$ cat src/rtl/ifu_line_fill_rsp.sv
// IFU line-fill responder: takes a missed line tag, streams NUM_WORDS sequential
// word reads to instruction memory, assembles the line and hands it back with the tag.
module ifu_line_fill_rsp #(
    parameter int ADDR_WIDTH     = 32,
    parameter int TAG_WIDTH      = 27,
    parameter int LINE_WIDTH     = 128,
    parameter int WORD_WIDTH     = 32,
    parameter int MEM_RD_LATENCY = 1
) (
    input  logic                  Clk,
    input  logic                  Rst,
    input  logic                  FillReqValid,
    output logic                  FillReqReady,
    input  logic [TAG_WIDTH-1:0]  FillReqTag,
    output logic                  FillRspValid,
    input  logic                  FillRspReady,
    output logic [TAG_WIDTH-1:0]  FillRspTag,
    output logic [LINE_WIDTH-1:0] FillRspLine,
    output logic                  MemRdEn,
    output logic [ADDR_WIDTH-1:0] MemRdAddr,
    input  logic [WORD_WIDTH-1:0] MemRdData
);

    localparam int NUM_WORDS  = LINE_WIDTH / WORD_WIDTH;
    localparam int WORD_BYTES = WORD_WIDTH / 8;
    localparam int OFF_W      = ADDR_WIDTH - TAG_WIDTH;
    localparam int CNT_W      = $clog2(NUM_WORDS + 1);

    typedef enum logic [1:0] {IDLE, READ, DRAIN, RESP} state_t;

    state_t                  state;
    logic [CNT_W-1:0]        issue_cnt;
    logic [CNT_W-1:0]        cap_cnt;
    logic [MEM_RD_LATENCY:1] vld_pipe;
    logic [ADDR_WIDTH-1:0]   base;
    logic                    cap;
    logic                    cap_last;

    // Latched tag doubles as the line base for the remaining issues
    assign base     = {FillRspTag, {OFF_W{1'b0}}};
    assign cap      = vld_pipe[MEM_RD_LATENCY];
    assign cap_last = cap && (cap_cnt == CNT_W'(NUM_WORDS - 1));

    always_ff @(posedge Clk) begin
        if (Rst) begin
            state        <= IDLE;
            FillReqReady <= 1'b1;
            FillRspValid <= 1'b0;
            FillRspTag   <= '0;
            FillRspLine  <= '0;
            MemRdEn      <= 1'b0;
            MemRdAddr    <= '0;
            issue_cnt    <= '0;
            cap_cnt      <= '0;
            vld_pipe     <= '0;
        end else begin
            // vld_pipe[k] marks a read issued k cycles ago; the last stage lines up with MemRdData
            vld_pipe[1] <= MemRdEn;
            for (int i = 2; i <= MEM_RD_LATENCY; i++)
                vld_pipe[i] <= vld_pipe[i-1];

            if (cap) begin
                cap_cnt <= cap_cnt + CNT_W'(1);
                for (int i = 0; i < NUM_WORDS; i++)
                    if (cap_cnt == CNT_W'(i))
                        FillRspLine[i*WORD_WIDTH +: WORD_WIDTH] <= MemRdData;
            end

            case (state)
                IDLE: begin
                    if (FillReqValid) begin
                        FillRspTag   <= FillReqTag;
                        FillRspLine  <= '0;
                        FillReqReady <= 1'b0;
                        MemRdEn      <= 1'b1;
                        MemRdAddr    <= {FillReqTag, {OFF_W{1'b0}}};
                        issue_cnt    <= CNT_W'(1);
                        cap_cnt      <= '0;
                        state        <= READ;
                    end
                end
                READ: begin
                    if (issue_cnt == CNT_W'(NUM_WORDS)) begin
                        MemRdEn <= 1'b0;
                        state   <= DRAIN;
                    end else begin
                        MemRdAddr <= base + ADDR_WIDTH'(issue_cnt) * ADDR_WIDTH'(WORD_BYTES);
                        issue_cnt <= issue_cnt + CNT_W'(1);
                    end
                end
                DRAIN: begin
                    if (cap_last) begin
                        FillRspValid <= 1'b1;
                        state        <= RESP;
                    end
                end
                RESP: begin
                    if (FillRspReady) begin
                        FillRspValid <= 1'b0;
                        FillReqReady <= 1'b1;
                        state        <= IDLE;
                    end
                end
                default: state <= IDLE;
            endcase
        end
    end

endmodule

$ cat config.mk
export PLATFORM = sky130hd
export DESIGN_NAME = ifu_line_fill_rsp
export DESIGN_NICKNAME = d
export VERILOG_FILES = /design/src/rtl/ifu_line_fill_rsp.sv
export SDC_FILE = /design/constraint.sdc
export NUM_CORES = 1
export LEC_CHECK = 0
export ABC_AREA = 1
export CORE_MARGIN = 4
export CORE_UTILIZATION = 50
export CTS_CLUSTER_DIAMETER = 120
export DETAILED_ROUTE_END_ITERATION = 8
export DONT_BUFFER_PORTS = 1
export GPL_TIMING_DRIVEN = 0
export PLACE_DENSITY = 0.64
export REMOVE_ABC_BUFFERS = 1
export SETUP_SLACK_MARGIN = 0.5
export SLEW_MARGIN = 10
export SYNTH_ARGS = -nofsm -noshare
export SYNTH_HDL_FRONTEND = slang
export SYNTH_SLANG_ARGS = --single-unit
$ cat constraint.sdc
create_clock -name Clk -period 1.3 [get_ports Clk]
set_input_delay 0.13 -clock Clk [delete_from_list [all_inputs] [get_ports Clk]]
set_output_delay 0.13 -clock Clk [all_outputs]
set_load 0.01 [all_outputs]
=== Word level (Yosys, flattened, before mapping) ===
Cells that the tools add are included.

* Add/subtract/negate cells: 3
* Eq/ne operators: 12
* Mux-type cells: 30
* Reductions and logical operators: 12

{| class="wikitable"
|+ Operators by type and width
! cell !! number
|-
| 2-to-1 mux 128 bit || 3
|-
| 2-to-1 mux 32 bit || 6
|-
| case mux 32 bit (2 select lines) || 1
|-
| adder 32 x 5 -> 32 bit || 1
|-
| 2-to-1 mux 3 bit || 5
|-
| AND reduction 3 bit || 4
|-
| inequality test 2 bit (second input constant) || 5
|-
| 2-to-1 mux 2 bit || 4
|-
| case mux 2 bit (4 select lines) || 1
|-
| adder 3 x 1 -> 3 bit (second input constant) || 2
|-
| equality test 3 x 2 -> 1 bit (second input constant) || 2
|-
| 2-to-1 mux 1 bit || 6
|-
| case mux 1 bit (2 select lines) || 3
|-
| case mux 3 bit (2 select lines) || 1
|-
| nonzero test 2 bit || 3
|-
| equality test 2 bit (second input constant) || 2
|-
| AND reduction 4 bit || 1
|-
| equality test 3 x 1 -> 1 bit (second input constant) || 1
|-
| equality test 3 bit (second input constant) || 1
|-
| zero test 3 bit || 1
|-
| equality test 2 x 1 -> 1 bit (second input constant) || 1
|-
| zero test 2 bit || 1
|-
| AND reduction 2 bit || 1
|-
| logical AND 1 bit || 1
|}

* Flip-flop bits (word level): 199
* Bits of input ports: 63
* Output and inout bits: 190

=== Depth between registers and ports, before layout ===
* Depth after elaboration: 5
* Depth in mapped cells: 10
* Gate-level depth less buffers: 10

=== Worst setup path before layout ===
No wires, ideal clock.

* Kind: register -> register
* From: reg state[0]
* To: reg MemRdAddr[15]
* Setup time: 0.113 ns
* Data arrival time: 1.329 ns
* Required time: 1.187 ns
* Setup slack: -0.142 ns
* Cell stages (with the launch flop): 11
* Period minus slack after synthesis: 1.442 ns
* Cell sequence: dfxtp_1 inv_1 ha_1 inv_1 nand2_2 nand2_4 nand2_4 buf_6 buf_6 o21ai_1 nor2_1

* Longest elaborated chain between the ends: 3

{| class="wikitable"
|+ RTL lines
! item !! RTL line !! source
|-
| start: declaration || 31 || <nowiki>state_t state;</nowiki>
|-
| start signal: assignment || 46 || <nowiki>state <= IDLE;</nowiki>
|-
| start signal: assignment || 79 || <nowiki>state <= READ;</nowiki>
|-
| start signal: assignment || 85 || <nowiki>state <= DRAIN;</nowiki>
|-
| equality test 2 x 1 -> 1 bit / zero test 2 bit (equally long branches) || 69 || <nowiki>case (state)</nowiki>
|-
| inequality test 2 bit (no line) / nonzero test 2 bit (equally long branches) || - ||
|-
| AND reduction 3 bit (no line) || - ||
|-
| end signal: assignment || 76 || <nowiki>MemRdAddr <= {FillReqTag, {OFF_W{1'b0}}};</nowiki>
|-
| end signal: assignment || 87 || <nowiki>MemRdAddr <= base + ADDR_WIDTH'(issue_cnt) * ADDR_WIDTH'(WORD_BYTES);</nowiki>
|-
| end: declaration || 20 || <nowiki>output logic [ADDR_WIDTH-1:0] MemRdAddr,</nowiki>
|}

Parallel ways exist; a longest one is shown, timed or not.
A chain may end at the register's enable or synchronous reset.

=== Final worst setup path ===
* From: reg state[1]
* To: reg FillRspLine[105]

* Longest elaborated chain between the ends: 2

{| class="wikitable"
|+ RTL lines
! item !! RTL line !! source
|-
| zero test 2 bit || 69 ||
|-
| 2-to-1 mux 128 bit || 69 ||
|-
| end signal: indexed assignment || 66 || <nowiki>FillRspLine[i*WORD_WIDTH +: WORD_WIDTH] <= MemRdData;</nowiki>
|-
| end: declaration || 18 || <nowiki>output logic [LINE_WIDTH-1:0] FillRspLine,</nowiki>
|}

Every way passes these cells.

==> reports/summary.txt <==
status: finished with violations
failing checks: negative hold slack, negative setup slack
most frequent cell after synthesis: nor2_1
number of port buffers: 0
Hold Crit Depth: 4
Power, Total: 0.0205 W
placed cell area: 7770 um2
Chip Height: 133 um
Clock Latency Late Sink: 0.43 ns
grt ovf: 0
DRT iter0 DRCs: 572
n_diodes: 0
Ports: 253
Starting Density: 51.2%
Via density: 5.88
worst vdd ir: 1.07 mV
CTS H-tree lvls: 4
Fillers: 789
Cell Count, Final, Fillers Out: 1334
max cap viols: 0
DRC: 0
final period utilization: 124%
Avg WL per Cell: 25.7 um
largest area contributor in the netlist: dfxtp_1
Seq/Total Area, Yosys: 50.5%
routed wire length: 34200 um
CTS tree: yes
Post-synth top cells: nor2_1, dfxtp_1, inv_1, a211oi_1, nand2_1
clock tree root driver cell: clkbuf_16
crit-path max FO: 9
Seq cells post-synth: 197
CP Launch Type: flop
design area: 12500 um2
top cells by area, synth: dfxtp_1, nor2_1, a211oi_1, inv_1, o21ai_0
Post-synth EDFFs: 0
Avg Cell Area, Syn: 8.02 um2
Reg2Reg Depth: 7
RSZ-0062 raised after global routing: true
HP Class: in2reg
antenna violations before repair: 1
Die ar.: 17700 um2
predominant post-synthesis flop cell: dfxtp_1
Fin Hold WS: -0.0180 ns
Hold Fails Final Rpt: 1
area of the multi-input gates: 4400 um2
count of warnings emitted by yosys: 0
Rows: 45
fin crit period: 1.62 ns
share of the synthesized area in the top cell type: 50.5%
Worst Tran Pin Value: 0.775 ns
critical path class: reg2reg
Cell Pwr Density: 1650 nW/um2
share of cells above drive strength 1: 49.8%
Longest Clk Path Bufs: 2
die width: 133 um
fin nets: 1184
Slew Viols, Final: 0
core area: 15300 um2
Crit. End Element: flop
DRT antenna net count: 0
placed insts: 1124
gpl congestion: 0.776
relative slew slack: 48.3%
number of global-route vias before repair: 7311
Tot GR Track Use: 32.6%
data arrival time of the critical path: 1.94 ns
first-pass detailed-route iteration total: 7
Max Fclk: 619 MHz
total negative slack: -30.82 ns
leakage power: 4.56 nW
via count: 7841
clk slew on worst S/H paths: 0.07 ns
CP Data Required Time: 1.63 ns
Distinct cells, synth: 28
Synth Instances: 974
Post-Syn Area: 7810 um2
CTS Buf Count: 17
Synth async-reset ratio: 0%
CTS Sinks: 197
FF/Latch Area: 4410 um2
hpwl dp: 12000 um
first-pass GRT wire length: 44400 um
setup ws final: -0.316 ns
final setup vio count: 196
largest net degree at the start of global routing: 66
post-synthesis to final-layout area growth: 59.5%
Final Skew: 0.00861 ns
==> metrics by stage <==
| step | utilization [%] | setup slack, ns |
|---|---|---|
| after floorplan | - | -1.21 |
| after global placement | 50.4 | -2.16 |
| after detailed placement | 50.9 | -1.34 |
| after CTS | 76.1 | -0.146 |
| after global routing | 81.7 | -0.376 |
| final | 81.7 | -0.316 |
==> cell type report <==
cell class	count	area share [%]
multi-input combinational	592	35.3
timing repair buffer	156	16.9
clock inverter	12	1.54
tap	211	2.12
inverter	140	4.60
sequential	197	35.4
clock buffer	20	3.66
timing repair inverter	6	0.532
==> cells in the final DEF (no fill, tap or decap), drive strengths merged <==
cell type    count
nor2           239
dfxtp          197
inv            147
a211oi          96
buf             89
nand2           84
o21ai           79
dlygate4sd3     61
nor3            32
a21oi           29
clkbuf          26
nand3           15
ha              11
clkinvlp         6
bufinv           4
conb             2
nand3b           1
and3             1
o21a             1
or2              1
nand4            1
clkinv           1
==> power breakdown <==
part / total (W) / switching [W] / internal (W)
Sequential: 0.00839 / 0.00125 / 0.00714
Clock: 0.00587 / 0.00250 / 0.00337
Combinational: 0.00628 / 0.00371 / 0.00257
Total: 0.0205 / 0.00746 / 0.0131
==> sequential cells by signal, indices dropped and copies added, names as in the netlist <==
name          count
cap               1
MemRdAddr        30
issue_cnt         3
cap_cnt           3
FillRspTag       27
FillReqReady      1
MemRdEn           1
state             2
FillRspLine     128
FillRspValid      1
==> worst max-delay path: stages (launching register included) <==
cell and delay, ns:
dfxtp_2 0.38, inv_4 0.06, ha_4 0.19, nand2_8 0.09, nand2_8 0.10, buf_16 0.22
clkbuf_16 0.17, nor3_2 0.29
==> worst paths after layout <==
check / start / end / slack (ns)
hold reg to reg: FillRspLine[38] / FillRspLine[38] / 0.49
setup / recovery: state[1] / FillRspLine[105] / -0.32
hold / removal: FillReqValid / FillReqReady / -0.02
setup reg to reg: state[1] / FillRspLine[105] / -0.32
==> cell families after synthesis <==
logic type	synth area share, %
AO/OA/AOI/OAI	17.5
AND/OR/NAND/NOR	18.4
flip-flops	50.5
adder cells (fa/ha/maj)	1.76
other	0.0480
buffers and inverters	11.8
==> layer usage <==
layer	GRT usage (%)	vias up	part of all wire, %
met5	0	-	0.020
met4	13.8	2	6.2
met2	55.9	527	48
li1	-	3438	-
met1	36.2	3719	34
met3	12.2	155	11
==> timing repair <==
item | CTS | global route
buffers inserted | 62 | 11
hold buffers | 61 | 0
endpoints found under the setup margin | 384 | 384
gates cloned | 37 | 7
pin swaps | 68 | 49
endpoints found under the hold margin | 167 | 0
gates resized for setup | 433 | 197
(Power assumes the default switching activity.)
